**src/rtl/imm_extend_pipe_if.sv**
```systemverilog
// Handshake bundle between fetch-side producer, the immediate generator and the execute-side consumer.
// The slave view is the generator itself; the master view is whoever drives it.
interface imm_extend_pipe_if #(
  parameter int XLEN  = 32,
  parameter int TAG_W = 32
);
  logic             InValid;
  logic             InReady;
  logic [2:0]       ImmSrc;
  logic [24:0]      Instr31_7;
  logic [TAG_W-1:0] InTag;
  logic             OutValid;
  logic             OutReady;
  logic [XLEN-1:0]  ImmOp;
  logic [TAG_W-1:0] OutTag;
  logic             ImmIllegal;

  modport master (
    output InValid, ImmSrc, Instr31_7, InTag, OutReady,
    input  InReady, OutValid, ImmOp, OutTag, ImmIllegal
  );

  modport slave (
    input  InValid, ImmSrc, Instr31_7, InTag, OutReady,
    output InReady, OutValid, ImmOp, OutTag, ImmIllegal
  );
endinterface

```
**src/rtl/imm_extend_pipe.sv**
```systemverilog
// Registered decode-stage immediate generator with a 2-entry skid buffer.
// InReady is a flop so the upstream ready path never sees downstream combinational logic.
module imm_extend_pipe #(
  parameter int XLEN  = 32,
  parameter int TAG_W = 32
) (
  input logic               clk,
  input logic               rst,
  imm_extend_pipe_if.slave  bus
);

  typedef enum logic [1:0] {EMPTY, ONE, TWO} state_t;

  state_t           state, nextState;
  logic             inReadyReg;
  logic             inXfer, outXfer;
  logic             loadOutFromIn, loadOutFromSkid, loadSkid;

  logic [31:7]      ins;
  logic [31:0]      raw;
  logic [XLEN-1:0]  immNext;
  logic             illegalNext;

  logic [XLEN-1:0]  outImm, skidImm;
  logic [TAG_W-1:0] outTag, skidTag;
  logic             outIllegal, skidIllegal;

  assign ins = bus.Instr31_7;

  // Every format is first built as a 32-bit value whose bit 31 already holds the
  // correct extension bit (s for signed formats, 0 for zero-extended ones), so a
  // single sign-extending cast covers both XLEN=32 and XLEN=64.
  always_comb begin
    raw         = '0;
    illegalNext = 1'b0;
    case (bus.ImmSrc)
      3'b000: raw = {{20{ins[31]}}, ins[31:20]};
      3'b001: raw = {{20{ins[31]}}, ins[31:25], ins[11:7]};
      3'b010: raw = {{19{ins[31]}}, ins[31], ins[7], ins[30:25], ins[11:8], 1'b0};
      3'b011: raw = {{11{ins[31]}}, ins[31], ins[19:12], ins[20], ins[30:21], 1'b0};
      3'b100: raw = {ins[31:12], 12'b0};
      3'b101: raw = (XLEN == 64) ? {26'b0, ins[25:20]} : {27'b0, ins[24:20]};
      3'b110: raw = {27'b0, ins[19:15]};
      default: illegalNext = 1'b1;
    endcase
    immNext = XLEN'($signed(raw));
  end

  assign inXfer  = bus.InValid & inReadyReg;
  assign outXfer = (state != EMPTY) & bus.OutReady;

  // State register; InReady is precomputed from the next state so it is a flop.
  always_ff @(posedge clk or posedge rst) begin
    if (rst) begin
      state      <= EMPTY;
      inReadyReg <= 1'b1;
    end else begin
      state      <= nextState;
      inReadyReg <= (nextState != TWO);
    end
  end

  // Next-state and register load selects.
  always_comb begin
    nextState       = state;
    loadOutFromIn   = 1'b0;
    loadOutFromSkid = 1'b0;
    loadSkid        = 1'b0;
    case (state)
      EMPTY: begin
        if (inXfer) begin
          nextState     = ONE;
          loadOutFromIn = 1'b1;
        end
      end
      ONE: begin
        if (inXfer && outXfer) begin
          loadOutFromIn = 1'b1;
        end else if (inXfer) begin
          nextState = TWO;
          loadSkid  = 1'b1;
        end else if (outXfer) begin
          nextState = EMPTY;
        end
      end
      TWO: begin
        if (outXfer) begin
          nextState       = ONE;
          loadOutFromSkid = 1'b1;
        end
      end
      default: nextState = EMPTY;
    endcase
  end

  // Output register holds the head entry; skid holds the second one.
  always_ff @(posedge clk or posedge rst) begin
    if (rst) begin
      outImm      <= '0;
      outTag      <= '0;
      outIllegal  <= 1'b0;
      skidImm     <= '0;
      skidTag     <= '0;
      skidIllegal <= 1'b0;
    end else begin
      if (loadOutFromIn) begin
        outImm     <= immNext;
        outTag     <= bus.InTag;
        outIllegal <= illegalNext;
      end else if (loadOutFromSkid) begin
        outImm     <= skidImm;
        outTag     <= skidTag;
        outIllegal <= skidIllegal;
      end
      if (loadSkid) begin
        skidImm     <= immNext;
        skidTag     <= bus.InTag;
        skidIllegal <= illegalNext;
      end
    end
  end

  assign bus.InReady    = inReadyReg;
  assign bus.OutValid   = (state != EMPTY);
  assign bus.ImmOp      = outImm;
  assign bus.OutTag     = outTag;
  assign bus.ImmIllegal = outIllegal;

endmodule

```
**src/flat_wrapper.sv**
```systemverilog
// flat-port wrapper written by rule: the top's interface ports become plain ports
module imm_extend_pipe_flat 
#(
  parameter int XLEN  = 32,
  parameter int TAG_W = 32
)
  (clk, rst, bus_InValid, bus_ImmSrc, bus_Instr31_7, bus_InTag, bus_OutReady, bus_InReady, bus_OutValid, bus_ImmOp, bus_OutTag, bus_ImmIllegal);
  imm_extend_pipe_if #(.XLEN(XLEN), .TAG_W(TAG_W)) bus_i ();
  input logic clk;
  input logic rst;
  input wire logic [$bits(bus_i.InValid)-1:0] bus_InValid;
  input wire logic [$bits(bus_i.ImmSrc)-1:0] bus_ImmSrc;
  input wire logic [$bits(bus_i.Instr31_7)-1:0] bus_Instr31_7;
  input wire logic [$bits(bus_i.InTag)-1:0] bus_InTag;
  input wire logic [$bits(bus_i.OutReady)-1:0] bus_OutReady;
  output wire logic [$bits(bus_i.InReady)-1:0] bus_InReady;
  output wire logic [$bits(bus_i.OutValid)-1:0] bus_OutValid;
  output wire logic [$bits(bus_i.ImmOp)-1:0] bus_ImmOp;
  output wire logic [$bits(bus_i.OutTag)-1:0] bus_OutTag;
  output wire logic [$bits(bus_i.ImmIllegal)-1:0] bus_ImmIllegal;
  assign bus_i.InValid = bus_InValid;
  assign bus_i.ImmSrc = bus_ImmSrc;
  assign bus_i.Instr31_7 = bus_Instr31_7;
  assign bus_i.InTag = bus_InTag;
  assign bus_i.OutReady = bus_OutReady;
  assign bus_InReady = bus_i.InReady;
  assign bus_OutValid = bus_i.OutValid;
  assign bus_ImmOp = bus_i.ImmOp;
  assign bus_OutTag = bus_i.OutTag;
  assign bus_ImmIllegal = bus_i.ImmIllegal;
  imm_extend_pipe #(.XLEN(XLEN), .TAG_W(TAG_W)) u_core (.clk(clk), .rst(rst), .bus(bus_i));
endmodule
```
**config.mk**
```make
export PLATFORM = sky130hd
export DESIGN_NAME = imm_extend_pipe_flat
export DESIGN_NICKNAME = d
export VERILOG_FILES = /design/src/rtl/imm_extend_pipe_if.sv /design/src/rtl/imm_extend_pipe.sv /design/src/flat_wrapper.sv
export SDC_FILE = /design/constraint.sdc
export NUM_CORES = 1
export LEC_CHECK = 0
export BUFFER_PORTS_ARGS = -buffer_cell sky130_fd_sc_hd__buf_4
export CORE_MARGIN = 2
export CORE_UTILIZATION = 55
export DETAILED_ROUTE_END_ITERATION = 8
export PLACE_DENSITY = 0.8
export SLEW_MARGIN = 10
export SYNTH_ARGS = -nofsm -noshare
export SYNTH_HDL_FRONTEND = slang
export SYNTH_SLANG_ARGS = --single-unit
```
**constraint.sdc**
```tcl
create_clock -name clk -period 4.7 [get_ports clk]
set_input_delay 0.47 -clock clk [delete_from_list [all_inputs] [get_ports clk]]
set_output_delay 0.47 -clock clk [all_outputs]
set_load 0.005 [all_outputs]
```
# [Word level (Yosys, flattened, before mapping)]
# Cells that the tools add are included.
[classes] eq_ne=9 mux=21 bitwise_logic=2 n_reduce_logical=6
[ops] op="$pmux W32 S7" n=1
[ops] op="$mux W32" n=4
[ops] op="$mux W2" n=5
[ops] op="$eq A3 B3 Y1 const B" n=3
[ops] op="$mux W1" n=9
[ops] op="$reduce_or A7 Y1" n=1
[ops] op="$eq A3 B2 Y1 const B" n=2
[ops] op="$pmux W2 S3" n=1
[ops] op="$reduce_bool A2 Y1" n=2
[ops] op="$eq A3 B1 Y1 const B" n=1
[ops] op="$logic_not A3 Y1" n=1
[ops] op="$and A1 B1 Y1" n=2
[ops] op="$eq A2 B1 Y1 const B" n=1
[ops] op="$eq A2 B2 Y1 const B" n=1
[ops] op="$logic_not A2 Y1" n=1
[ops] op="$ne A2 B2 Y1 const B" n=1
[ops] op="$pmux W1 S2" n=1
[ops] op="$logic_and A1 B1 Y1" n=1
[word_totals] ff_bits=133 in_bits=64 out_inout_bits=67 elab_cells=46

# [Longest topological paths before layout]
# Gate-level depths: netlist of run 1.
[depth] ltp_word=7 depth_mapped=7 mapped_depth_nobuf=4

# [Worst setup path before layout of run 1]
# Ideal clock, no wire load.
[synth_path] path_kind="reg2reg" start="register u_core.inReadyReg (netlist: u_core.bus.InReady)" end="register u_core.outTag[10] (netlist: u_core.bus.OutTag[10])" setup_ns=0.130 arrival_ns=1.403 required_ns=4.570 path_slack_ns=3.168 stages_incl_launch_ff=8 n_path_buf=3 synth_period_minus_slack_ns=1.532 cell_sequence="dfstp_2 -> and3b_1 -> clkbuf_1 -> nand2_1 -> buf_4 -> buf_4 -> nand2_1 -> a31oi_1"
[synth_between] elab_chain_len=5 word_cells_on_any_way=7 cone_classes="mux (4); bitwise (1); reduce/logical (2)"
[synth_lines] item="start, declared" line="imm_extend_pipe.sv:15" source="logic inReadyReg;"
[synth_lines] item="start signal, assigned" line="imm_extend_pipe.sv:59" source="inReadyReg <= (nextState != TWO);"
[synth_lines] item="$and A1 B1 Y1 *" line="imm_extend_pipe.sv:49" source="assign inXfer = bus.InValid & inReadyReg;"
[synth_lines] item="$logic_and A1 B1 Y1" line="imm_extend_pipe.sv:77" source="if (inXfer && outXfer) begin"
[synth_lines] item="$mux W1" line="imm_extend_pipe.sv:77"
[synth_lines] item="$pmux W1 S2 *" line="imm_extend_pipe.sv:69" source="case (state)"
[synth_lines] item="$mux W32 or $reduce_bool A2 Y1 (tied branches)"
[synth_lines] item="end signal, assigned" line="imm_extend_pipe.sv:108" source="outTag <= bus.InTag;"
[synth_lines] item="end signal, assigned" line="imm_extend_pipe.sv:112" source="outTag <= skidTag;"
[synth_lines] item="end, declared" line="imm_extend_pipe.sv:25" source="logic [TAG_W-1:0] outTag, skidTag;"
# Every way passes the cells marked *; elsewhere a longest branch is shown, timed or not.
# A chain may end at the register's enable or synchronous reset.

# [Worst setup path after layout of run 1]
[layout_path] start="register u_core.inReadyReg (netlist: u_core.bus.InReady)" end="register u_core.outTag[2] (netlist: u_core.bus.OutTag[2])"
# Same word-level chain as after synthesis.

==> results_dict.tcl, run 1 <==
set metrics [dict create \
    path_class "flip-flop to flip-flop" \
    core_um2 10900 \
    fin_tns_setup_ns 0 \
    required_ns 5.13 \
    cts_tree "done" \
    clockBufferDepth 2 \
    track_usage_pct 26.5 \
    yosysTopAreaCellShare_pct 53.8 \
    cts-htree-levels 4 \
    final_layout_size_suffix_gt1_share_pct 24.4 \
    slew_headroom_pct 31.1 \
    postRouteAntennaNets 0 \
    n_fill_cell 855 \
    die_w_um 110 \
    syn2layout_area_growth_pct 24.9 \
    end_kind "flip-flop" \
    status "complete, no violations" \
    setup_violations 0 \
    antenna_found_initial 0 \
    portBuffers 130 \
    yosysMostFrequentCell "nand2_1" \
    grt_max_degree 95 \
    syn_avg_cell_area_um2 8.90 \
    synth_area_um2 6140 \
    finalHoldViolCount 0 \
    synth_edf_count 0 \
    wl_per_cell_um 16.0 \
    initial_core_util_pct 56.4 \
    synthTopCellsByCount "231 x nand2_1, 132 x dfrtp_1, 56 x nor2_1" \
    path_max_fanout 51 \
    synthTopCellsByArea "dfrtp_1 54%, nand2_1 14%, a31oi_1 5.2%" \
    clock-root-buffer "clkbuf_8" \
    design.die.area_um2 12000 \
    first_iter_violations 419 \
    tightest_slew_ns 1.03 \
    ys_ff_latch 133 \
    ys_seq_area_share_pct 54.2 \
    diodes 0 \
    cap_viol_max_count 0 \
    final_nets 858 \
    holdCritPathClass "primary input to async pin" \
    synthCells 690 \
    ir_worst_vdd_mv 0.287 \
    ys_types 42 \
    gp_congestion 0.855 \
    ios 131 \
    placement_rows 38 \
    insertion_delay_ns 0.51 \
    fin_crit_ns 2.59 \
    max_freq_mhz 386 \
    cp.arrival_ns 3.02 \
    yosysTopAreaCell "dfrtp_1" \
    num_vias 5348 \
    finalCritPeriodShare_pct 55.1 \
    leakagePower_uw 0.00361 \
    clk_pin_slew_worst_paths_ns 0.06 \
    grt_pass1_wl_um 24600 \
    grt_pass1_vias 5163 \
    dr.pass1.iters 6 \
    post_cts_resize_count 0 \
    syn_nets 754 \
    rsz0062_at_grt "false" \
    drc 0 \
    ys_warn_count 0 \
    async_reset_ff_share_pct 100 \
    cts_setup_buffers 0 \
    whs_ns 0.0553 \
    cts.sinks 133 \
    chipHeight_um 110 \
    skew_ns 0.00759 \
    power_density_nw_per_um2 634 \
    crit_path_start_kind "flip-flop" \
    synth_ff_type "dfrtp_1" \
    wl_um 15200 \
    dp_hpwl_um 9620 \
    cts_buffers 17 \
    postCtsHoldBufs 0 \
    slew_viol_final 0 \
    grt_overflow 0 \
    viasPerCell 5.65 \
]
[where the power goes]
part	switching [uW]	total (uW)	internal, uW
clock	516	1220	702
combinational	835	1610	778
sequential	323	2030	1700
[stage by stage]
stage,utilization [%],power (uW),instance area [um^2],cells,setup slack (ns)
after global placement,65.4,3560,7120,915,2.23
after detailed placement,65.4,3650,7120,915,2.12
after floorplan,-,2910,6140,690,0.677
final,70.4,4860,7670,947,2.11
after CTS,70.4,4880,7670,947,2.12
after global routing,70.4,5200,7670,947,1.96
[flip-flops by register name, indices dropped and copies added, names as in the netlist]
name / flops
u_core.state: 2
u_core.bus.ImmOp: 32
u_core.skidTag: 32
u_core.bus.ImmIllegal: 1
u_core.skidIllegal: 1
u_core.bus.OutTag: 32
u_core.skidImm: 32
u_core.bus.InReady: 1
[cells by family after synthesis]
kind of cell / Yosys count / share of synthesized area, %
flip-flops: 133 / 54.2
XOR/XNOR: 1 / 0.265
buffers and inverters: 55 / 4.24
AO/OA/AOI/OAI: 155 / 16.5
multiplexers: 10 / 1.73
AND/OR/NAND/NOR: 336 / 23.1
[routing by layer]
metal,share of wire [%],track usage (%),routed length (um),vias up
met4,2.1,10.0,325,0
met3,6.6,5.51,997,32
met1,42,34.9,6410,2547
met5,0,0,0,-
met2,49,43.4,7440,224
li1,-,-,-,2545
[final cells by class]
type / count / area (um^2) / area share [%]
flip-flops and latches: 133 / 3330 / 43.4
well taps: 140 / 175 / 2.28
inverters: 2 / 10.0 / 0.131
clock buffers: 17 / 414 / 5.40
repair buffers: 138 / 1040 / 13.5
clock inverters: 15 / 134 / 1.75
multi-input cells: 502 / 2570 / 33.5
[worst paths after layout]
check	from	end	slack (ns)	cells past startpoint
hold reg to reg	u_core.skidTag[1]	u_core.skidTag[1]	0.47	2
hold / removal	rst	u_core.bus.OutTag[3]	0.06	2
setup reg to reg	u_core.bus.InReady	u_core.bus.OutTag[2]	2.11	5
max in group asynchronous	rst	u_core.bus.ImmOp[7]	3.57	3
setup / recovery	u_core.bus.InReady	u_core.bus.OutTag[2]	2.11	5
min in group clk	bus_InTag[17]	u_core.skidTag[17]	0.15	3
[placed cells by master (no fill, tap or decap), drive strengths merged, types with 5 or more instances in the layout]
master / count
clkinv: 6
o221a: 7
mux2i: 5
nor2: 57
o21ai: 38
nor2b: 5
mux2: 5
buf: 138
o21a: 7
dfrtp: 132
clkinvlp: 6
o31ai: 11
nand3: 6
a31oi: 51
clkbuf: 17
nand3b: 14
o221ai: 7
nand2: 231
a21oi: 22
and2: 11
[worst max-delay path, stage by stage (launching register included)]
cell	delay, ns
dfstp_2	0.57
nand3b_1	0.27
nor2_4	0.86
buf_4	0.47
nand2_1	0.09
a31oi_1	0.20
(Power assumes the default switching activity.)
==> inputs of run 2 (changes only) <==
clock period = 2.7 ns   (was 4.7 ns; I/O delays follow)
==> run 2 against run 1 <==
Combinational power rose by 81%. Global-route usage rose by 0.66 points. First-iteration DRC count rose by 11%. Core utilization rose by 3.8 points. Fmax rose by 25%. Critical endpoint is now u_core.skidTag[26]. Largest cell class unchanged.
==> results_dict.tcl, run 2 (synthesis results as in run 1) <==
set metrics [dict create \
    placement_rows 38 \
    stdcell_area_um2 8080 \
    cts.sinks 133 \
    ios 131 \
    die_w_um 110 \
    drc 0 \
    hold_end "u_core.bus.InReady" \
    power_density_nw_per_um2 1050 \
    rsz0062_at_grt "false" \
    postRouteAntennaNets 0 \
    final_layout_size_suffix_gt1_share_pct 23.1 \
    placed_cells 920 \
    clockBufferDepth 2 \
    design.die.area_um2 12000 \
    post_dp_cell_area_um2 7210 \
    syn2layout_area_growth_pct 31.7 \
    fin_tns_setup_ns 0 \
    ir_worst_vdd_mv 0.524 \
    finalHoldViolCount 0 \
    setup_violations 0 \
    slew_viol_final 0 \
    portBuffers 130 \
    grt_pass1_wl_um 25400 \
    cp.arrival_ns 2.53 \
    core_um2 10900 \
    regToRegSetupSlack_ns 0.63 \
    required_ns 3.16 \
    path_max_fanout 25 \
    cts_setup_buffers 0 \
    wl_per_cell_um 15.8 \
    whs_ns 0.00676 \
    r2r-start "u_core.bus.InReady" \
    clock-root-buffer "clkbuf_8" \
    layout_commonest_cell "nand2_1" \
    insertion_delay_ns 0.52 \
    grt_max_degree 75 \
    cts_buffers 17 \
    post_cts_resize_count 0 \
    status "complete, no violations" \
    tightest_slew_ns 0.776 \
    first_iter_violations 465 \
    cts-htree-levels 4 \
    leakagePower_uw 0.00381 \
    grt_overflow 0 \
    cts_tree "done" \
    antenna_found_initial 0 \
    hold_start "bus_OutReady" \
    slew_headroom_pct 48.1 \
    gp_congestion 0.869 \
    whs_path_depth 2 \
    grt_pass1_vias 5455 \
    clk_pin_slew_worst_paths_ns 0.06 \
    skew_ns 0.00581 \
    wl_um 15600 \
    track_usage_pct 27.2 \
    max_freq_mhz 483 \
    pre_cts_ws_ns 0.647 \
    cap_viol_max_count 0 \
    r2r-end "u_core.skidTag[26]" \
    fin_crit_ns 2.07 \
    final_nets 898 \
    viasPerCell 5.62 \
    dp_hpwl_um 9830 \
    finalCritPeriodShare_pct 76.6 \
    final_cell_mix "229 x nand2_1, 139 x buf_4, 132 x dfrtp_1, 55 x nor2_1, 51 x a31oi_1" \
    path_class "flip-flop to flip-flop" \
    chipHeight_um 110 \
    instances_no_fill 985 \
    initial_core_util_pct 56.4 \
    diodes 0 \
    end_kind "flip-flop" \
    rr_worst_depth 5 \
    holdCritPathClass "primary input to flip-flop" \
    crit_path_start_kind "flip-flop" \
    setup_slack_ns 0.631 \
    postCtsHoldBufs 35 \
    dr.pass1.iters 5 \
    num_vias 5538 \
]
-- run 2: cell types whose count changed in the layout (fill, tap and decap cells not counted) --
cell,previous run,this run
clkbuf_8,1,4
clkbuf_1,0,5
dlygate4sd3_1,0,35
clkinvlp_4,6,1
clkinv_2,3,4
buf_12,0,4
inv_6,2,0
clkinv_4,3,0
buf_4,138,139
inv_4,1,0
-- run 2: worst max path at each step --
stage	startpoint	to	slack [ns]	cells past startpoint
3_3_place_gp	u_core.bus.InReady	u_core.skidTag[25]	0.72	5
2_1_floorplan	rst	u_core.bus.ImmIllegal	0.78	1
6_report	u_core.bus.InReady	u_core.skidTag[26]	0.63	5
4_1_cts	u_core.bus.InReady	u_core.bus.OutTag[8]	0.63	5
5_1_grt	u_core.bus.InReady	u_core.bus.OutTag[2]	0.50	5
3_5_place_dp	u_core.bus.InReady	u_core.bus.OutTag[8]	0.65	5
-- run 2: layout make-up --
cell class | instances | area, um^2
Clock buffer | 25 | 474
Clock inverter | 5 | 50.0
Fill cell | 761 | 2800
Inverter | 2 | 11.3
Multi-Input combinational cell | 502 | 2570
Sequential cell | 133 | 3330
Tap cell | 140 | 175
Timing Repair Buffer | 178 | 1470
-- run 2: critical path: stages, from the launching register on --
cell	delay (ns)
dfstp_2	0.57
nand3b_1	0.26
nor2_4	0.61
buf_4	0.38
nand2_1	0.10
nand2_1	0.07
-- run 2: power breakdown --
part	internal, uW	switching, uW
registers	2970	551
logic	1420	1490
clock network	1280	786
total	5670	2820
-- run 2: stage by stage --
| stage | power [uW] | util (%) |
|---|---|---|
| global route | 9100 | 74.2 |
| finish | 8490 | 74.2 |
| detailed placement | 6390 | 66.2 |
| global placement | 6240 | 66.2 |
| floorplan | 5060 | - |
| CTS | 8520 | 74.2 |
-- run 2: per-layer routing --
layer,part of all wire (%),global-route usage (%)
met1,42,35.0
met4,1.9,11.4
met5,0,0
met3,6.9,6.40
met2,50,44.3
